### config.mk
export PLATFORM = sky130hd
export DESIGN_NAME = match_index_collector
export DESIGN_NICKNAME = d
export VERILOG_FILES = /design/src/rtl/match_index_collector.sv
export SDC_FILE = /design/constraint.sdc
export NUM_CORES = 1
export LEC_CHECK = 0
export BUFFER_PORTS_ARGS = -buffer_cell sky130_fd_sc_hd__clkbuf_2
export CORE_MARGIN = 2
export CORE_UTILIZATION = 64
export CTS_BUF_LIST = sky130_fd_sc_hd__clkbuf_8
export CTS_CLUSTER_SIZE = 8
export DETAILED_ROUTE_END_ITERATION = 8
export GPL_ROUTABILITY_DRIVEN = 0
export GPL_TIMING_DRIVEN = 0
export HOLD_SLACK_MARGIN = 0.15
export PLACE_DENSITY = 0.82
export SKIP_LAST_GASP = 1
export SLEW_MARGIN = 30
export SYNTH_ARGS = -nofsm -noshare
export SYNTH_HDL_FRONTEND = slang
export SYNTH_SLANG_ARGS = --single-unit
### constraint.sdc
create_clock -name clk -period 4.96 [get_ports clk]
set_input_delay 0.744 -clock clk [delete_from_list [all_inputs] [get_ports clk]]
set_output_delay 0.744 -clock clk [all_outputs]
set_load 0.05 [all_outputs]
### src/rtl/match_index_collector.sv
// Collects filtered rule indices for one packet, drops duplicates, and then
// drains the unique hits in first-hit order over a valid/ready handshake.
module match_index_collector #(
    parameter int IDX_W = 11,
    parameter int DEPTH = 16,
    parameter int CNT_W = 5
) (
    input  logic             clk,
    input  logic             reset,
    input  logic             pkt_start,
    input  logic             pkt_end,
    input  logic [IDX_W-1:0] index_in,
    output logic             busy,
    output logic             result_valid,
    input  logic             result_ready,
    output logic [IDX_W-1:0] result_index,
    output logic             result_last,
    output logic [CNT_W-1:0] hit_count,
    output logic             overflow,
    output logic             pkt_err
);

    localparam int PTR_W = $clog2(DEPTH);

    typedef enum logic [1:0] {S_IDLE, S_COLLECT, S_DRAIN} state_e;

    state_e             state_q, state_d;
    logic [IDX_W-1:0]   entries_q [DEPTH];
    logic [CNT_W-1:0]   hit_count_q, hit_count_d;
    logic               overflow_q, overflow_d;
    logic [PTR_W-1:0]   rd_ptr_q, rd_ptr_d;
    logic               pkt_err_q, pkt_err_d;

    logic               wr_en;
    logic [PTR_W-1:0]   wr_addr;
    logic               is_dup;
    logic               is_full;
    logic               is_last;

    // Only entries below hit_count are live; stale slots must never match.
    always_comb begin
        is_dup = 1'b0;
        for (int i = 0; i < DEPTH; i++) begin
            if (CNT_W'(i) < hit_count_q && entries_q[i] == index_in) begin
                is_dup = 1'b1;
            end
        end
    end

    assign is_full = (hit_count_q == CNT_W'(DEPTH));
    assign is_last = (hit_count_q == '0) || (CNT_W'(rd_ptr_q) == hit_count_q - CNT_W'(1));

    // NOTE: every signal gets a default first so no path leaves one unassigned (no latches).
    always_comb begin
        state_d     = state_q;
        hit_count_d = hit_count_q;
        overflow_d  = overflow_q;
        rd_ptr_d    = rd_ptr_q;
        pkt_err_d   = 1'b0;
        wr_en       = 1'b0;
        wr_addr     = hit_count_q[PTR_W-1:0];

        case (state_q)
            S_IDLE, S_COLLECT: begin
                if (pkt_start) begin
                    // New packet (or restart): the list collapses to the same-cycle index.
                    wr_en       = (index_in != '0);
                    wr_addr     = '0;
                    hit_count_d = CNT_W'(index_in != '0);
                    overflow_d  = 1'b0;
                    rd_ptr_d    = '0;
                    state_d     = pkt_end ? S_DRAIN : S_COLLECT;
                end else if (state_q == S_COLLECT) begin
                    if (index_in != '0 && !is_dup) begin
                        if (is_full) begin
                            overflow_d = 1'b1;
                        end else begin
                            wr_en       = 1'b1;
                            hit_count_d = hit_count_q + CNT_W'(1);
                        end
                    end
                    if (pkt_end) begin
                        state_d = S_DRAIN;
                    end
                end
            end
            S_DRAIN: begin
                pkt_err_d = pkt_start;
                if (result_ready) begin
                    if (is_last) begin
                        rd_ptr_d = '0;
                        state_d  = S_IDLE;
                    end else begin
                        rd_ptr_d = rd_ptr_q + PTR_W'(1);
                    end
                end
            end
            default: state_d = S_IDLE;
        endcase
    end

    // NOTE: non-blocking assignments for all state so every register samples pre-edge values.
    always_ff @(posedge clk) begin
        if (reset) begin
            state_q     <= S_IDLE;
            hit_count_q <= '0;
            overflow_q  <= 1'b0;
            rd_ptr_q    <= '0;
            pkt_err_q   <= 1'b0;
        end else begin
            state_q     <= state_d;
            hit_count_q <= hit_count_d;
            overflow_q  <= overflow_d;
            rd_ptr_q    <= rd_ptr_d;
            pkt_err_q   <= pkt_err_d;
        end
    end

    // NOTE: the entry store has no reset; hit_count alone decides which entries are valid.
    always_ff @(posedge clk) begin
        if (wr_en) begin
            entries_q[wr_addr] <= index_in;
        end
    end

    assign busy         = (state_q == S_DRAIN);
    assign result_valid = (state_q == S_DRAIN);
    assign result_index = (result_valid && hit_count_q != '0) ? entries_q[rd_ptr_q] : '0;
    assign result_last  = result_valid && is_last;
    assign hit_count    = hit_count_q;
    assign overflow     = overflow_q;
    assign pkt_err      = pkt_err_q;

endmodule

* After elaboration in Yosys (flattened, before gate mapping) *
Memory sizes are Yosys's and may differ from the RTL's. A register that Yosys moved wholly into a read port is not among the register bits.
Cells that the tools add are included.

operators by class
  add/sub/neg operators = 3
  $lt $le $gt $ge = 16
  equality and inequality tests = 26
  muxes and demuxes = 47
  bitwise logic cells = 1
  reduce and logical (&&, ||, !) cells = 35

operators by type and width
  cell                                                       number
  equality test 11 bit                                       16
  less-than comparator 4 x 5 -> 1 bit, first input constant  8
  2-to-1 mux 4 bit                                           7
  2-to-1 mux 1 bit                                           27
  less-than comparator 3 x 5 -> 1 bit, first input constant  4
  2-to-1 mux 5 bit                                           4
  logical AND 1 bit                                          19
  2-to-1 mux 2 bit                                           6
  AND reduction 4 bit                                        3
  2-to-1 mux 11 bit                                          1
  nonzero test 11 bit                                        1
  less-than comparator 1 x 5 -> 1 bit, first input constant  2
  less-than comparator 2 x 5 -> 1 bit, first input constant  2
  one-hot mux 4 bit (2 select lines)                         1
  nonzero test 2 bit                                         4
  != test 3 bit, second input constant                       2
  adder 5 x 1 -> 5 bit, second input constant                1
  equality test 4 x 5 -> 1 bit                               1
  equality test 5 bit, second input constant                 1
  zero test 5 bit                                            1
  nonzero test 5 bit                                         1
  subtractor 5 x 1 -> 5 bit, second input constant           1
  adder 4 x 1 -> 4 bit, second input constant                1
  != test 2 x 1 -> 1 bit, second input constant              2
  10 further kinds                                           12

storage, ports and cells
  flip-flop bits (word level) = 13
  bits in writable memories = 176
  bits of input ports = 16
  output and inout port bits = 21
  logic and storage cells = 134
  memories = 1

memory list
  memory     words  bits a word  rd ports  clocked after memory_dff  write ports  line  source
  entries_q  16     11           17        1                         1            28    logic [IDX_W-1:0] entries_q [DEPTH];

* Logic depth before layout (Yosys ltp) *
Gate-level depths: netlist of the first run.

  depth after elaboration = 26
  gate-level depth with buffers = 11
  depth with buffers taken out = 10

* Least setup slack after synthesis of the first run *
OpenSTA, ideal clock, no wires.

  path type = input to register
  start point = input index_in[2]
  end point = memory entries_q[3][0], enable pin
  setup time = 0.408 ns
  arrival = 3.576 ns
  required time = 4.552 ns
  setup slack = 0.976 ns
  stages on the path = 10
  buffers on the path = 2
  cells stage by stage = buf_2 -> buf_4 -> nor4_1 -> nand3_1 -> o31ai_1 -> a311oi_1 -> o211ai_1 -> nor4_4 -> nand2b_1 -> nor4_1

on the way
  word-level cells in the longest chain between the ends = 26
  elaborated cells on any way between the ends = 57
  those cells by class = eq/ne (16); mux (22); reduce/logical (19)

ends and longest elaborated chain
  element                                   line  source
  from (decl)                               12    input logic [IDX_W-1:0] index_in,
  equality test 11 bit                      44    if (CNT_W'(i) < hit_count_q && entries_q[i] == index_in) begin
  logical AND 1 bit                         44
  2-to-1 mux 1 bit (16 in a row)            44
  zero test 1 bit                           74    if (index_in != '0 && !is_dup) begin
  logical AND 1 bit                         74
  2-to-1 mux 1 bit                          74
  2-to-1 mux 1 bit                          73    end else if (state_q == S_COLLECT) begin
  2-to-1 mux 1 bit *                        65    if (pkt_start) begin
  2-to-1 mux 1 bit *                        63    case (state_q)
  2-to-1 mux 1 bit *                        121   if (wr_en) begin
  2-to-1 mux 1 bit (not written as such) *  122   entries_q[wr_addr] <= index_in;
  to (decl)                                 28

Every way passes the cells marked *; elsewhere a longest branch is shown, timed or not.

* Final worst setup path of the first run *
  start point = input index_in[3]
  end point = memory entries_q[3][9], enable pin

Same word-level chain as after synthesis.

==> results of run 1 <==
## through the flow
stage / setup slack [ns] / setup TNS [ns] / power [mW] / hold WS [ns] / utilization (%)
after CTS: 0.3600 / 0 / 3.211 / 0.4849 / 72.15
after global placement: -0.9417 / -61.11 / 2.220 / 0.4636 / 68.45
after global routing: 0.3442 / 0 / 3.298 / 0.4908 / 72.19
after floorplan: 0.9758 / 0 / 2.105 / 0.5203 / -
final: 0.4841 / 0 / 3.229 / 0.4863 / 72.19
after detailed placement: 0.08496 / 0 / 2.231 / 0.4813 / 69.62
## final cells by class
type,count,area [um2]
Sequential cell,193,5625
Fill cell,977,4244
Multi-Input combinational cell,435,4192
Timing Repair Buffer,47,265.3
Tap cell,211,264.0
Buffer,47,259.0
Clock buffer,17,234.0
Clock inverter,15,152.6
Inverter,6,22.52
## layer usage
metal	vias to the layer above	global-route usage, %
met2	597	53.47
met3	113	7.817
met5	-	0
li1	2725	-
met1	3373	48.65
met4	0	16.50
## layout by cell type, fill, tap and decap left out, drive strengths merged, types with 12 or more instances in the layout
| cell type | n |
|---|---|
| nor2 | 16 |
| xor2 | 60 |
| dfxtp | 17 |
| clkbuf | 73 |
| and3 | 13 |
| nand4 | 27 |
| edfxtp | 176 |
| nand2 | 18 |
| buf | 38 |
| inv | 12 |
| nand3 | 15 |
| nor3 | 20 |
| mux4 | 55 |
| nor4 | 24 |
| xnor2 | 125 |
## sequential cells by signal, indices dropped and copies added (netlist names), named ones only
signal,count
pkt_err,1
overflow,1
hit_count,5
entries_q,176
state_q,2
rd_ptr_q,4
## power by group through the flow
stage / clock network (mW) / logic [mW] / registers (mW)
after CTS: 1.01 / 0.402 / 1.80
final: 1.02 / 0.412 / 1.80
after floorplan: 0 / 0.269 / 1.84
after detailed placement: 0 / 0.398 / 1.83
after global placement: 0 / 0.388 / 1.83
after global routing: 1.07 / 0.428 / 1.80
## cells by family (layout without fill, tap and decap cells)
family | Yosys count | count (layout) | share of synthesized area (%)
AO/OA/AOI/OAI | 37 | 37 | 2.703
XOR/XNOR | 185 | 185 | 16.20
adder cells (fa/ha/maj) | 5 | 5 | 0.6256
buffers and inverters | 53 | 132 | 2.765
flip-flops | 193 | 193 | 56.26
multiplexers | 56 | 56 | 12.49
AND/OR/NAND/NOR | 152 | 152 | 8.959
## final timing paths
kind,startpoint,endpoint,slack [ns],cells after the start
max,index_in[3],entries_q[3][9],0.48,13
min,pkt_end,state_q[1],0.49,3
max reg2reg,hit_count[3],entries_q[3][9],0.68,10
min reg2reg,overflow,overflow,0.50,2
## worst reg2reg max path, cell delays in order (launching register included)
cell       delay, ns
dfxtp_1         0.34
clkbuf_1        0.26
nor3_1          0.62
a2111oi_0       0.29
a31oi_1         0.39
o221ai_2        0.25
nor4_4          0.62
nand2b_1        0.20
nor4_2          0.50
buf_2           0.30
buf_2           0.22
==> run summary, run 1 <==
The smallest clock period supported by the final layout is computed as 4.476 ns. The number of pins with negative max-slew slack in the final report is 0, and the number of different library cells in the post-synthesis netlist is 49. After synthesis the netlist holds a flip-flop and latch count of 193.

The number of primary I/O pins is 37, and the proportion of power drawn by flip-flops and latches is 55.6%. In the finished design, the share of the clock period the worst path needs comes to 90.24%. Setup repair after global routing left no endpoint under its margin.

The internal power of the cells totals 2.361 mW. The synthesized design devotes to its leading area cell type 52.85% of total area. The run gives 0.01000 mm2 as the cell area after technology mapping.

The amount of wire on met2 after detailed routing was 12720 um. The die covers 0.01664 mm2. The run gives 56.26% as the share of the yosys chip area belonging to registers.

Entering global routing, the biggest net connects 19 pins. The number of enable-type register cells in the synthesized netlist is 176, and the number of core rows is 45. Summed over all instances, the cell type with the most area after synthesis is edfxtp_1. Combinational cells account for 12.8% of the total power.

Between clock sinks in the finished design, the worst skew comes to 0.01384 ns. Setup violations remaining at the end of the flow were counted as 0. By count the netlist is led by edfxtp_1 (176), xnor2_1 (125), xor2_1 (60).

Measured along the y axis, the die boundary spans 129.0 um. The most instantiated library cell after synthesis was edfxtp_1. The count of nets left with antenna violations once routing finished came out at 0. The routed layout has 6808 vias.

The first-pass GRT wire length was 41030 um. After detailed routing, the wire length on met1 is 10250 um. The summed area of non-filler cells in the final layout is 0.01101 mm2.

A synthesized cell averages 14.68 um2. The synthesized netlist net count is 702. The placed instances occupy a cell area of 0.01062 mm2.

After legalization and detailed placement, the total HPWL measured 20490 um. Sorting the synthesized cells by area gives the leading types as edfxtp_1 (53%), mux4_2 (12%), xnor2_1 (11%), xor2_1 (5.3%), dfxtp_1 (3.4%). The die boundary width came out at 129.0 um.

The number of diodes was 0; the critical path arrival was 4.67 ns. Worst path required time: 5.15 ns. The uppermost signal routing layer after detailed routing is met4. The number of gates resized after CTS was 0.

The later-pin clock latency in the skew report is 0.49 ns, and the number of buffers inserted by post-CTS setup repair is 0. The number of buffer cells added on primary ports works out to 36. The net switching power of the design is 0.8685 mW, and the highest clock rate is 0.2234 GHz. The worst pin sits at a relative slew slack of 43.43%. Across the run, the number of max-cap violations was 0.

During synthesis, Yosys emitted a total of 0 warnings. The proportion of register bits with asynchronous set or reset after synthesis came out at 0%. In this run the worst hold path is classified as primary input to flip-flop.

The clock drives 193 sinks. After the last flow step, the layout net total stands at 768. After detailed routing, the met3 layer carries 3452 um of wire.

Together, buffers and inverters on the worst path number 5. The number of CTS-inserted buffers is 17. Of the cells placed in the final design, the portion with a size suffix greater than 1 is 24.08%. The final global-route overflow total is 0, and the delay of the slowest critical-path stage is 0.64 ns.

The setup path with the least slack is of type primary input to flip-flop. Along the worst path, the maximum fanout reaches 17. After detailed routing, the number of vias per cell comes to 7.011. STA classifies the critical path endpoint as a flip-flop. The flow ran to the end, and the final reports show no timing, DRC or antenna violations.

For this design the ratio of total power to cell area is 293.2 mW/mm2. The leakage power figure was 3.488 nW; the starting DRC count in detailed routing was 1151. Among all flip-flop cells after synthesis, the most frequent one is edfxtp_1. For the number of instances in the synthesized netlist, the log shows 681. For this run, the number of standard cells in the final layout without fillers is 971.

In this design, the critical path's most frequently occurring cell is buf_2. Global-route usage over all layers: 35.00%. The run gives 0 as the number of remaining DRC errors. The worst setup path is launched from a primary input.

The worst-case IR drop observed on VDD is 0.0001995 V. The H-tree was split into 4 levels. At the pin with the least slew margin, the transition time is 0.8485 ns. In this design, the largest share of critical-path delay is due to simple AND/OR/NAND/NOR gates.

TritonCTS built the clock tree. The overall routed net length is 27860 um. Per report_power, the clock group accounts for 31.6% of the total. The iteration count of the initial detailed-routing pass is 5.

The slowest stage cell on the critical path is nor4_4. After detailed routing, the average wire length per cell comes to 28.69 um. CTS clock-pin slew for the worst setup and hold paths: 0.11 ns. For the effective utilization at floorplan, the log shows 65.54%.

The critical path goes through clkbuf_2, buf_2, buf_4, nor4_1, nand3_1, o31ai_1, a311oi_1, o211ai_1, nor4_4, nand2b_1, nor4_2, buf_2, buf_2. The run gives 6510 as the via count of the first global-routing pass. For the initial antenna violation count, the log shows 0. Relative to the synthesized area, the layout overhead comes to 10.15%.

The switching part of the total came out at 26.90%. The tools report the hold buffer count at CTS as 0. The placeable core area came out at 0.01526 mm2. The buffer type at the clock tree root is clkbuf_8.

The number of buffers between clock root and the deepest sink was 2. The number of hold violations in the final report was 0. Cell count after placement: 939.
Power figures use the tool's default switching activity.
==> inputs of run 2 (changes only) <==
--- a/config.mk
+++ b/config.mk
@@ -5,7 +5,7 @@
 export SDC_FILE = /design/constraint.sdc
 export NUM_CORES = 1
 export LEC_CHECK = 0
-export BUFFER_PORTS_ARGS = -buffer_cell sky130_fd_sc_hd__clkbuf_2
+export BUFFER_PORTS_ARGS = -buffer_cell sky130_fd_sc_hd__buf_2
 export CORE_MARGIN = 2
 export CORE_UTILIZATION = 64
 export CTS_BUF_LIST = sky130_fd_sc_hd__clkbuf_8
@@ -15,6 +15,7 @@
 export GPL_TIMING_DRIVEN = 0
 export HOLD_SLACK_MARGIN = 0.15
 export PLACE_DENSITY = 0.82
+export SETUP_SLACK_MARGIN = 0.15
 export SKIP_LAST_GASP = 1
 export SLEW_MARGIN = 30
 export SYNTH_ARGS = -nofsm -noshare
==> run summary, run 2 (synthesis results as in run 1) <==
The full die area is 0.01664 mm2 (unchanged), and the number of buffer cells added on primary ports is 36 (unchanged). The filler cell count was 1006 (was 977). The critical path start-end classification was primary input to flip-flop (unchanged).

The logs give 18 (was 19) for the maximum number of pins on one net before global-route repair and 939 (unchanged) for the cell count after placement. The starting DRC count in detailed routing is 905 (was 1151), and the count of maximum capacitance violations is 0 (unchanged). The flip-flop count of the largest register after layout came out at 176 (unchanged). The logs give 0 (unchanged) for the number of remaining DRC errors and 3.218 mW (was 3.229 mW) for the overall power of the completed layout. The number of pins with negative max-slew slack in the final report came out at 0 (unchanged).

The placeable core area is 0.01526 mm2 (unchanged). The height of the chip came out at 129.0 um (unchanged). The slowest stage cell on the critical path is nor4_4 (unchanged).

Top library cells by usage in the layout, fill and taps aside: edfxtp_1 (176), xnor2_1 (125), xor2_1 (60) (unchanged). The most common cell after layout, fill and taps aside was edfxtp_1 (unchanged). The run gives 0.01062 mm2 (about the same) as the standard cell area after detailed placement. Register with the most flip-flops: entries_q (unchanged).

The flow ran to the end, and the final reports show no timing, DRC or antenna violations. The number of primary I/O pins was 37 (unchanged); the post-layout worst setup margin was 0.3953 ns (was 0.4841 ns). The tools report the H-tree level count as 4 (unchanged).

The run gives 20490 um (about the same) as the detailed-placement wirelength estimate. The first-pass GRT wire length was 41170 um (was 41030 um). Buffer type at the clock tree root: clkbuf_8 (unchanged). The initial antenna violation count was 1 (was 0); the core occupancy in the finished layout was 72.15% (was 72.19%).

The antenna violation net count after detailed routing was 0 (unchanged). The die boundary width came out at 129.0 um (unchanged). Overall routed net length: 27590 um (was 27860 um). The power density relative to cell area was 292.3 mW/mm2 (was 293.2 mW/mm2); the post-route clock skew was 0.01137 ns (was 0.01384 ns). The highest fanout seen on the critical path came out at 17 (unchanged). The CTS clock-pin slew for the worst setup and hold paths is 0.10 ns (was 0.11 ns). The tools report the summed area of non-filler cells in the final layout as 0.01101 mm2 (about the same).

The final clock period utilization by the worst path was 92.03% (was 90.24%); the fraction of layout cells with a size suffix above 1 was 23.98% (was 24.08%). The logs give 3.491 nW (was 3.488 nW) for the leakage power figure and 0 (unchanged) for the number of buffers inserted by post-CTS setup repair. The run gives 0.0002165 V (was 0.0001995 V) as the worst-case vdd ir drop. The effective utilization at floorplan is 65.54% (unchanged). The most frequent cell on the critical path was buf_2 (unchanged). The delay of the slowest critical-path stage is 0.66 ns (was 0.64 ns), and the number of vias after detailed routing is 6675 (was 6808). The via density per instance was 6.881 (was 7.011). The final global-route overflow total was 0 (unchanged); the post-place setup slack was 0.06539 ns (was 0.08496 ns). The relative slew slack came out at 41.69% (was 43.43%).

The worst path required time is 5.16 ns (was 5.15 ns), and the number of hold violations in the final report is 0 (unchanged). List of cells traversed by the critical path: buf_2, buf_2, buf_4, nor4_1, nand3_1, o31ai_1, a311oi_1, o211ai_1, nor4_4, nand2b_1, nor4_2, buf_2, buf_2 (was clkbuf_2, buf_2, buf_4, nor4_1, nand3_1, o31ai_1, a311oi_1, o211ai_1, nor4_4, nand2b_1, nor4_2, buf_2, buf_2). The iteration count of the initial detailed-routing pass came out at 8 (was 5). For the number of buffers between clock root and the deepest sink, the log shows 2 (unchanged). The critical path arrival came out at 4.76 ns (was 4.67 ns).

The final period demand of the worst path works out to 4.565 ns (was 4.476 ns). The later-pin clock latency in the skew report is 0.49 ns (about the same), and the area growth from synthesis to layout is 10.10% (was 10.15%). The kind of launch point of the worst setup path is a primary input (unchanged).

The run gives 0 (unchanged) as the final count of negative-setup-slack endpoints. Setup repair after global routing left no endpoint under its margin. The global-route usage over all layers was 35.21% (was 35.00%).

The via count of the first global-routing pass is 6502 (was 6510). The run gives 193 (unchanged) as the clock sink count. The path class of the lowest-slack min-delay path was primary input to flip-flop (unchanged). Total number of nets in the final design: 768 (unchanged).

The number of diodes is 0 (unchanged). The highest clock rate was 0.2191 GHz (was 0.2234 GHz). The tools report the kind of end point of the critical path as a flip-flop (unchanged). The detailed-route wire length per cell was 28.44 um (was 28.69 um); the post-cts sizing count was 0 (unchanged). The worst hold slack is 0.5105 ns (was 0.4863 ns).

For the accumulated negative setup slack, the log shows 0 ns (unchanged). The run gives 0 (unchanged) as the hold buffer count at CTS. The actual slew at the worst max-slew pin is 0.8746 ns (was 0.8485 ns), and the non-filler instance count after layout is 970 (was 971). The number of CTS-inserted buffers was 17 (unchanged); the number of core rows was 45 (unchanged).

TritonCTS built the clock tree.
==> run 2: cell count changes in the layout (fill, tap and decap cells not counted) <==
cell,change
buf_1,+1
inv_1,+1
clkbuf_2,-38
clkbuf_8,+3
clkinv_1,-2
inv_6,-1
clkinv_2,-1
clkinv_8,-1
buf_2,+37
inv_8,-3
clkinvlp_4,+3
==> run 2: worst max-delay path: cells and delay by family <==
kind | cells | cell delay (ns)
simple gates | 5 | 1.60
buf+inv | 5 | 1.42
compound gates | 3 | 0.98
==> run 2: report_power, final <==
part	total (mW)	switching, mW	internal [mW]
clock	1.01	0.576	0.438
sequential	1.80	0.0102	1.79
combinational	0.409	0.248	0.161
total	3.22	0.834	2.38
==> run 2: layout make-up <==
type / instances / area [um2] / area share (%)
flip-flops and latches: 193 / 5625 / 51.10
inverters: 6 / 22.52 / 0.2046
clock buffers: 20 / 275.3 / 2.500
clock inverters: 11 / 107.6 / 0.9774
repair buffers: 47 / 265.3 / 2.409
plain buffers: 47 / 257.7 / 2.341
multi-input cells: 435 / 4192 / 38.07
well taps: 211 / 264.0 / 2.398
==> run 2: per-layer routing <==
metal,up-vias,track usage (%),wire length (um),part of all wire [%]
met5,-,0,8,0.029
met4,2,16.88,1496,5.4
met3,122,10.10,3506,13
met2,590,53.56,12530,45
met1,3231,47.48,10040,36
li1,2730,-,-,-
==> run 2: final timing paths <==
| path | start | end | slack, ns | cells after the start |
|---|---|---|---|---|
| worst min register to register | overflow | overflow | 0.55 | 2 |
| worst max-delay path | index_in[3] | entries_q[3][6] | 0.40 | 13 |
| worst min-delay path | pkt_end | state_q[1] | 0.51 | 3 |
| worst max register to register | hit_count[4] | entries_q[3][6] | 0.59 | 10 |
